<file path="src/rtl/arbitro_pkg.sv">
// Shared definitions for the round-robin arbitrated adder/subtractor:
// FSM state encodings and operation codes.
package arbitro_pkg;

   typedef enum logic [1:0] {
      IDLE = 2'd0,
      CALC = 2'd1,
      DONE = 2'd2
   } estado_t;

   localparam logic OP_SOMA = 1'b0;
   localparam logic OP_SUB  = 1'b1;

endpackage

</file>
<file path="src/rtl/somador_subtrator8bits.sv">
// Combinational WIDTH-bit adder/subtractor shared by all requesters.
// Bit WIDTH of s is the carry on add and the no-borrow flag (a >= b) on subtract.
module somador_subtrator8bits
   import arbitro_pkg::*;
#(
   parameter int WIDTH = 8
) (
   input  logic [WIDTH-1:0] a,
   input  logic [WIDTH-1:0] b,
   input  logic             op,
   output logic [WIDTH:0]   s
);

   logic [WIDTH-1:0] b_sel;
   logic             cin;

   // Subtraction as a + ~b + 1 keeps a single carry chain for both operations.
   always_comb begin
      b_sel = (op == OP_SUB) ? ~b : b;
      cin   = (op == OP_SUB);
      s     = {1'b0, a} + {1'b0, b_sel} + {{WIDTH{1'b0}}, cin};
   end

endmodule

</file>
<file path="src/rtl/arbitro_somador.sv">
// Round-robin arbiter sharing one adder/subtractor among N_REQ requesters.
// Each grant runs IDLE -> CALC -> DONE; valido/ack pulse for the DONE cycle only.
module arbitro_somador
   import arbitro_pkg::*;
#(
   parameter  int N_REQ = 4,
   parameter  int WIDTH = 8,
   localparam int IDW   = (N_REQ > 1) ? $clog2(N_REQ) : 1
) (
   input  logic                   clk,
   input  logic                   rst,
   input  logic [N_REQ-1:0]       req,
   input  logic [N_REQ-1:0]       op,
   input  logic [N_REQ*WIDTH-1:0] a_in,
   input  logic [N_REQ*WIDTH-1:0] b_in,
   output logic [N_REQ-1:0]       ack,
   output logic [WIDTH:0]         resultado,
   output logic                   valido,
   output logic [IDW-1:0]         id,
   output logic                   ocupado
);

   estado_t          state;
   estado_t          next_state;
   logic [IDW-1:0]   ptr;
   logic [IDW-1:0]   idx_q;
   logic [IDW-1:0]   grant_idx;
   logic             grant_any;
   logic [WIDTH-1:0] a_q;
   logic [WIDTH-1:0] b_q;
   logic             op_q;
   logic [WIDTH:0]   soma;

   // Search starts just after the last served index, so a requester that
   // keeps req high after its ack waits behind every other pending one.
   always_comb begin
      logic [IDW-1:0] cand;
      cand      = '0;
      grant_any = 1'b0;
      grant_idx = '0;
      for (int k = 1; k <= N_REQ; k++) begin
         cand = IDW'((int'(ptr) + k) % N_REQ);
         if (!grant_any && req[cand]) begin
            grant_any = 1'b1;
            grant_idx = cand;
         end
      end
   end

   always_ff @(posedge clk or posedge rst) begin
      if (rst) state <= IDLE;
      else     state <= next_state;
   end

   always_comb begin
      next_state = state;
      case (state)
         IDLE:    if (grant_any) next_state = CALC;
         CALC:    next_state = DONE;
         DONE:    next_state = IDLE;
         default: next_state = IDLE;
      endcase
   end

   always_comb begin
      ocupado = (state != IDLE);
      valido  = (state == DONE);
      ack     = '0;
      if (state == DONE) ack[id] = 1'b1;
   end

   somador_subtrator8bits #(
      .WIDTH(WIDTH)
   ) u_somador (
      .a  (a_q),
      .b  (b_q),
      .op (op_q),
      .s  (soma)
   );

   // Operands are captured at grant so later changes on a_in/b_in/op/req
   // cannot disturb the operation in flight.
   always_ff @(posedge clk or posedge rst) begin
      if (rst) begin
         ptr       <= IDW'(N_REQ - 1);
         idx_q     <= '0;
         a_q       <= '0;
         b_q       <= '0;
         op_q      <= OP_SOMA;
         resultado <= '0;
         id        <= '0;
      end else begin
         case (state)
            IDLE: begin
               if (grant_any) begin
                  idx_q <= grant_idx;
                  a_q   <= a_in[int'(grant_idx)*WIDTH +: WIDTH];
                  b_q   <= b_in[int'(grant_idx)*WIDTH +: WIDTH];
                  op_q  <= op[grant_idx];
               end
            end
            CALC: begin
               resultado <= soma;
               id        <= idx_q;
            end
            DONE: ptr <= id;
            default: ;
         endcase
      end
   end

endmodule
</file>
<file path="config.mk">
export PLATFORM = sky130hd
export DESIGN_NAME = arbitro_somador
export DESIGN_NICKNAME = d
export VERILOG_FILES = /design/src/rtl/arbitro_pkg.sv /design/src/rtl/somador_subtrator8bits.sv /design/src/rtl/arbitro_somador.sv
export SDC_FILE = /design/constraint.sdc
export NUM_CORES = 1
export LEC_CHECK = 0
export CAP_MARGIN = 15
export CORE_ASPECT_RATIO = 1.5
export CORE_MARGIN = 5
export CORE_UTILIZATION = 39
export DETAILED_ROUTE_END_ITERATION = 10
export PLACE_DENSITY = 0.77
export SLEW_MARGIN = 15
export SYNTH_ARGS = -nofsm -noshare
export SYNTH_HDL_FRONTEND = slang
export SYNTH_HIERARCHICAL = 1
export SYNTH_SLANG_ARGS = --single-unit
</file>
<file path="constraint.sdc">
create_clock -name clk -period 2 [get_ports clk]
set_input_delay 0.4 -clock clk [delete_from_list [all_inputs] [get_ports clk]]
set_output_delay 0.4 -clock clk [all_outputs]
set_load 0.02 [all_outputs]
</file>
### Word level (Yosys, flattened, before mapping)

Index checks and enable logic that the tools add are counted.

| cells by class | value |
|---|---|
| $add $sub $neg | 6 |
| magnitude comparators | 7 |
| eq/ne operators | 3 |
| shifts and indexed selects | 2 |
| multiplexer cells | 24 |
| bitwise logic cells | 1 |
| reductions and logical operators | 10 |

Operators with widths:

| cell | count |
|---|---|
| $shiftx 32x6->8 | 2 |
| $lt 2x3->1 const B | 6 |
| $bmux 1 s2 | 5 |
| $mux 1 | 10 |
| $mux 2 | 5 |
| $add 8x8->9 | 1 |
| $add 9x1->9 | 1 |
| $mux 8 | 1 |
| $not 8->8 | 1 |
| $add 2x1->2 const B | 2 |
| $add 2x2->2 const B | 2 |
| $logic_and 1x1->1 | 4 |
| $mux 4 | 1 |
| $pmux 2 s2 | 1 |
| $logic_not 1->1 | 3 |
| $demux 1 s2 | 1 |
| $eq 2x1->1 const B | 1 |
| $eq 2x2->1 const B | 1 |
| $ge 2x1->1 const B | 1 |
| $logic_not 2->1 | 1 |
| $ne 2x2->1 const B | 1 |
| $reduce_and 2->1 | 1 |
| $reduce_bool 2->1 | 1 |

| word-level totals | value |
|---|---|
| register bits | 34 |
| output and inout port bits | 17 |

### Logic depth before layout (Yosys ltp)

Gate-level depths: netlist (run 1).

| logic depth | value |
|---|---|
| word-level depth | 15 |
| mapped depth | 9 |
| mapped depth without buffers | 8 |

### Hierarchy

The synthesis (run 1) kept the hierarchy.

Modules (own cells, without submodules):

| module | times used | cells an instance | area each (um^2) |
|---|---|---|---|
| arbitro_somador | 1 | 159 | 1,791.7 |
| somador_subtrator8bits | 1 | 48 | 397.9 |

### Worst setup path after synthesis (run 1)

OpenSTA, ideal clock, no wires.

| timing path | value |
|---|---|
| kind | reg-to-reg |
| from | register op_q |
| to | register resultado[8] |
| setup time | 0.125 ns |
| arrival | 2.023 ns |
| required time | 1.875 ns |
| setup slack | -0.148 ns |
| stages on the path, launching flop included | 9 |
| buffers on the path | 1 |
| period minus slack after synthesis | 2.148 ns |
| cells stage by stage | dfrtp_1 buf_6 xor2_1 ha_1 nor2b_1 o31a_1 o31a_1 o22a_1 mux2_2 |

| between the ends | value |
|---|---|
| cells in the longest elaborated chain, start to end | 3 |

Ends and longest elaborated chain:

| element | RTL line | RTL |
|---|---|---|
| start: declaration | arbitro_somador.sv:31 | `logic op_q;` |
| start signal: assignment | arbitro_somador.sv:99 | `op_q <= op[grant_idx];` |
| $mux 8 | somador_subtrator8bits.sv:19 | `b_sel = (op == OP_SUB) ? ~b : b;` |
| $add 8x8->9 | somador_subtrator8bits.sv:21 | `s = {1'b0, a} + {1'b0, b_sel} + {{WIDTH{1'b0}}, cin};` |
| $add 9x1->9 (*) | somador_subtrator8bits.sv:21 |  |
| named net soma[8] | arbitro_somador.sv:32 | `logic [WIDTH:0] soma;` |
| end signal: assignment | arbitro_somador.sv:103 | `resultado <= soma;` |
| end: declaration | arbitro_somador.sv:17 | `output logic [WIDTH:0] resultado,` |

The timed path passes the listed nets; every way through them passes the cells marked *.
A chain may end at the register's enable or synchronous reset.

### Worst setup path after layout (run 1)

Same ends and word-level chain as after synthesis.

==> impl_results.md, run 1 <==
* Post-synthesis area per instance at about 11 sq um
* Clock power share at ~10%
* RR Endpoint: resultado[8]
* CTS H-tree lvls at 2
* Cell Pwr Density at 1740 mW/mm^2
* GR Layer Usage met1 at 15.9%
* WS Path Type: reg2reg
* Clock sinks at 34
* Worst-skew pair later-pin latency at 0.28 ns
* Area delta synth->final at 61.4%
* Commonest cells post-synth: 34 x mux2i_1, 32 x dfrtp_1, 28 x nand2_1
* Final worst slack at -0.192 ns
* Nets@finish at 400
* VDD IR-drop max at approximately 0.8 mV
* Fmax at ~460 MHz
* WHS Path Cells at 2
* Netlist cell types at 37
* Share of cells above drive strength 1 at roughly a fifth
* Sw Share at just under 40%
* Total gr overflow at 0
* Ratio of final minimum period to clock period at 110%
* Die width at between 70 and 80 um
* Sequential fraction of the synthesis area at 39.0%
* Vias in the first global route at 2001
* HP Class: reg2reg
* Dpl ws at -0.213 ns
* Hold slack final at between 0.4 and 0.5 ns
* Met3 Resource Use GR at about 3.2%
* WL/cell at 15.0 um
* Share of power burned in registers at 21.5%
* Crit Path Max Fanout at 5
* Largest cells by area after synthesis: dfrtp_1 37%, mux2i_1 16%, o221ai_1 7.2%
* P_leak at ~1.6 nW
* Clock Path Buffers at 2
* Top-count cell post-synth: mux2i_1
* DP HPWL at roughly 4500 um
* Core footprint at 0.00545 sq mm
* Final worst clock skew at around 0.0036 ns
* Reg2Reg Launch Point: op_q
* Setup violators final at 3
* Max-Cap Viols at 0
* Clk slew on worst S/H paths at around 0.070 ns
* Num CTS Buffers at 5
* Largest net degree at the start of global routing at 36
* DR vias at roughly 2000
* Die area at 0.00724 sq mm
* Post-layout util at ~65%
* DRC Markers at 0
* Clock Tree Root: clkbuf_8
* Die Ht at approximately 100 um
* GRT Overall Usage at between 10% and 20%
* Cell Int Power at 3.72 mW
* Critical Path RT at between 2 and 2.5 ns
* Final count of pins violating max slew at 0
* DRT iter0 DRCs at 77
* R2r worst-path depth at 9
* #FFs+latches synth at 34
* Power, Total at about 6.2 mW
* IO buf count at 90
* Cells after synthesis at 207
* Post-route insts no fill at slightly below 400
* Dominant cell type by area after synthesis: dfrtp_1
* Slew @ Worst Pin at 0.539 ns
* Post-synth EDFFs at 0
* Synth Net Count at slightly below 300
* R2R Setup Slk at -0.19 ns
* Status: complete, but fails checks
* Final hold violation count at 0
* Final WL at slightly below 6000 um
* Post-Syn Area at ~0.0022 sq mm
* Hold endpoint: ptr[0]
* Routability congestion estimate at between 0.7 and 0.8
* Post-synth ARST share at 100%
* Global-route wire length before repair at 9070 um
* Synth top area share at a little over a third
* Initial core utilization at about two fifths
* Rows at 33
* Unrepaired setup endpoints after global routing: true
* Antenna Cells at 0
* Power share of the combinational group at roughly 69%
* IO Pins at 91
* Post-synth top flop: dfrtp_1
* Hold Path Origin: ptr[0]
* Placed cells at approximately 380
* Time the worst path needs with I/O delays and setup at about 2.2 ns
* Top Usage Layer GRT: met2
* TritonCTS clock tree: done
* Initial antenna violation count at 0
* Failing checks: setup timing
* Synth warnings at 6
* Met2 GRT Util at between 30 and 40%
* Post-CTS Hold Fix Bufs at 0
* Via/cell ratio at roughly 5
* ANT nets after route at 0
* Worst Setup End Kind: flip-flop
* Crit start category: flip-flop
* Switch Pwr at between 2 and 2.5 mW
* Slew headroom at between 60% and 70%
* Crit path arrival time at between 2 and 2.5 ns
* 1st-pass router iterations at 4
## worst max path at each step
stage               startpoint      endpoint  slack, ns  cells past startpoint
finish                    op_q  resultado[8]      -0.19                      9
global route              op_q  resultado[8]      -0.29                      9
CTS                       op_q  resultado[8]      -0.18                      9
detailed placement      req[3]          op_q      -0.21                      7
global placement        req[3]          op_q      -0.20                      7
floorplan                 op_q  resultado[8]      -0.15                      8
## placed cells by master, fill, tap and decap left out, types with 6 or more instances in the layout
master,instances
nand2_1,27
o221ai_1,18
clkdlybuf4s50_1,85
inv_1,10
dfrtp_1,32
mux2i_1,34
xor2_1,6
nor2_1,7
buf_4,19
mux2_2,10
## through the flow
stage	area (sq um)	TNS (ns)
after detailed placement	3280	-3.40
after global placement	3280	-2.63
after floorplan	2190	-0.148
final	3530	-0.496
after CTS	3430	-0.472
after global routing	3530	-0.961
## kinds of logic after synthesis
logic type                 after synthesis  synth area share, %
adders and majority gates                8                 4.91
and+or+nand+nor                         49                 10.0
muxes                                   46                 21.8
AOI/OAI and AO/OA                       37                 13.7
buffers and inverters                   21                 5.83
xor gates and xnor gates                12                 4.80
DFF                                     34                 39.0
## power by group through the flow
stage	clock [mW]	combinational [mW]	sequential, mW
detailed placement	0	3.80	1.32
global placement	0	3.72	1.31
floorplan	0	2.48	1.40
finish	0.605	4.24	1.33
global route	0.650	4.61	1.38
CTS	0.615	3.98	1.32
## cell type report
cell class	instances	area, sq um
clock buffer	7	76.3
sequential	34	853
tap	70	87.6
timing repair buffer	115	1160
inverter	10	37.5
multi-input combinational	152	1290
clock inverter	1	30.0
fill	449	1920
## routing by layer
layer	routed length, um	vias to the layer above	share of wire (%)
li1	-	969	-
met1	1950	946	34
met2	3420	73	59
met3	328	13	5.6
met4	122	0	2.1
met5	0	-	0
## sequential cells by signal, summed over array words and instances, names as in the netlist
signal and flops:
ptr 2, b_q 8, a_q 8, op_q 1, idx_q 2, id 2
resultado 9, state 2
## worst max-delay path, cell delays in order, from the launching register on
cell and delay, ns:
dfrtp_1 0.42, buf_6 0.16, xor2_2 0.17, inv_1 0.08, fa_2 0.22, nor2b_2 0.05, o31a_1 0.26, o31a_1 0.27
o22a_1 0.18, mux2_2 0.25
## timing repair
action | CTS | global route
endpoints found under the setup margin | 9 | 12
gates cloned | 0 | 2
setup buffers | 1 | 2
pin swaps | 3 | 9
gates resized for setup | 12 | 6
No activity file was read; power rests on OpenSTA's default activity.
==> run 2: changes to the inputs <==
--- a/config.mk
+++ b/config.mk
@@ -6,10 +6,10 @@
 export NUM_CORES = 1
 export LEC_CHECK = 0
-export CAP_MARGIN = 15
+export CAP_MARGIN = 20
 export CORE_ASPECT_RATIO = 1.5
 export CORE_MARGIN = 5
-export CORE_UTILIZATION = 39
+export CORE_UTILIZATION = 46
 export DETAILED_ROUTE_END_ITERATION = 10
-export PLACE_DENSITY = 0.77
+export PLACE_DENSITY = 0.85
 export SLEW_MARGIN = 15
 export SYNTH_ARGS = -nofsm -noshare
==> constraint.sdc (replaced) <==
create_clock -name clk -period 2.81 [get_ports clk]
set_input_delay 0.7025 -clock clk [delete_from_list [all_inputs] [get_ports clk]]
set_output_delay 0.7025 -clock clk [all_outputs]
set_load 0.02 [all_outputs]
==> run 2 against run 1 <==
The run now ends clean. Worst hold slack lost 0.0085 ns. Critical path depth shrank 4. Die area shrank 13%. Global-route usage grew 2.3 points.
==> impl_results.md, run 2 (same netlist as run 1, synthesis figures left out) <==
* TritonCTS clock tree: done
* Clock Tree Root: clkbuf_8
* Final worst clock skew at between 0.006 and 0.007 ns
* Dpl ws at roughly 0.24 ns
* ANT nets after route at 0
* Cell Pwr Density at around 1200 mW/mm^2
* Setup Buffers After CTS at 0
* Slew @ Worst Pin at 0.646 ns
* Area delta synth->final at 46.8%
* P_leak at ~1.4 nW
* Ratio of final minimum period to clock period at between 80% and 90%
* Slew headroom at ~57%
* Unrepaired setup endpoints after global routing: false
* HP Class: reg2reg
* Post-CTS Resized at 0
* Via/cell ratio at 5.23
* Crit. Startpoint: state[0]
* Most frequent cells in the layout: 90 x clkdlybuf4s50_1, 34 x mux2i_1, 32 x dfrtp_1, 28 x nand2_1, 18 x o221ai_1
* DRC Markers at 0
* Initial core utilization at approximately 48%
* Setup TNS at 0 ns
* Post-route design area at about 0.0032 sq mm
* Final WL at around 5300 um
* Clock Path Buffers at 2
* Largest net degree at the start of global routing at 36
* IO buf count at 90
* Clk slew on worst S/H paths at around 0.06 ns
* GRT Overall Usage at between 15 and 20%
* Biggest registers after layout: resultado x9, a_q x8, b_q x8
* Time the worst path needs with I/O delays and setup at 2.48 ns
* DP HPWL at 4330 um
* Max-Cap Viols at 0
* Initial antenna violation count at 0
* Status: complete, no violations
* Share of cells above drive strength 1 at 9.76%
* Crit start category: flip-flop
* DR vias at 1889
* 1st-pass router iterations at 4
* Worst-skew pair later-pin latency at slightly below 0.3 ns
* Die Ht at 94.5 um
* IO Pins at between 90 and 100
* Rows at 30
* Final count of pins violating max slew at 0
* Most flop-heavy register: resultado
* Crit path arrival time at 1.77 ns
* Num CTS Buffers at 5
* Vias in the first global route at 1944
* Global-route wire length before repair at around 8800 um
* Setup violators final at 0
* Die area at ~0.0063 sq mm
* Die width at approximately 66 um
* CTS H-tree lvls at 2
* Worst Setup End Kind: primary output
* Total gr overflow at 0
* Final worst slack at 0.335 ns
* Crit Path Max Fanout at 4
* DRT iter0 DRCs at a little over 60
* Fmax at 404 MHz
* Most common cell after layout, fill and taps aside: clkdlybuf4s50_1
* Routability congestion estimate at roughly 0.74
* Critical Path RT at roughly 2.1 ns
* Largest register FFs at 9
* Post-CTS Hold Fix Bufs at 0
* Antenna Cells at 0
* Nets@finish at roughly 380
* Clock sinks at 34
* Core footprint at 0.00458 sq mm
* Final hold violation count at 0
* Reg2Reg Launch Point: op_q
* WL/cell at between 10 and 15 um
* WS Path Type: reg2out
* Post-DP Area at between 0.003 and 0.004 sq mm
* Hold Path Origin: ptr[0]
* VDD IR-drop max at 0.485 mV
[run 2: final cells by class]
cell class	count	area, sq um
well taps	64	80.1
flip-flops and latches	34	853
fillers	386	1370
repair buffers	93	936
inverters	10	37.5
multi-input cells	152	1220
clock buffers	7	86.3
clock inverters	1	5.00
[run 2: critical path, stage by stage (launching register included)]
cell and delay (ns):
dfrtp_1 0.39, nand2b_1 0.19, inv_1 0.12, nand2_1 0.09
nor2_1 0.10, clkdlybuf4s50_1 0.61
[run 2: through the flow]
stage	hold WS, ns	std cells	util (%)	power [mW]
floorplan	0.441	207	-	2.75
global placement	0.455	353	68.2	3.28
detailed placement	0.462	353	68.2	3.39
CTS	0.471	361	70.2	3.76
global route	0.491	361	70.2	4.05
finish	0.467	361	70.2	3.73
[run 2: metal layers]
| layer | vias to the layer above | wire length [um] | track usage (%) | share of wire [%] |
|---|---|---|---|---|
| met5 | - | 0 | 0 | 0 |
| met1 | 892 | 1860 | 19.3 | 35 |
| li1 | 922 | - | - | - |
| met2 | 61 | 3040 | 33.6 | 58 |
| met4 | 0 | 148 | 7.80 | 2.8 |
| met3 | 14 | 236 | 2.62 | 4.5 |
[run 2: worst paths after layout]
path | slack, ns | depth (start not counted) | endpoint
setup reg to reg | 0.43 | 7 | resultado[8]
min in group asynchronous | 0.81 | 3 | idx_q[0]
hold reg to reg | 0.47 | 2 | ptr[0]
max in group asynchronous | 1.67 | 3 | ptr[1]
hold / removal | 0.47 | 2 | ptr[0]
setup / recovery | 0.33 | 5 | ack[1]
[run 2: where the power goes]
part / leakage, nW / switching [mW] / internal (mW) / total [mW]
Clock: 0.0482 / 0.168 / 0.197 / 0.365
Combinational: 0.981 / 1.19 / 1.22 / 2.41
Sequential: 0.409 / 0.197 / 0.759 / 0.956
==> run 3: changes to the inputs <==
Settings changed: GPL_ROUTABILITY_DRIVEN set to 0.
==> results of run 3 <==
Final layout, timing and power as in run 2 (identical DEF).
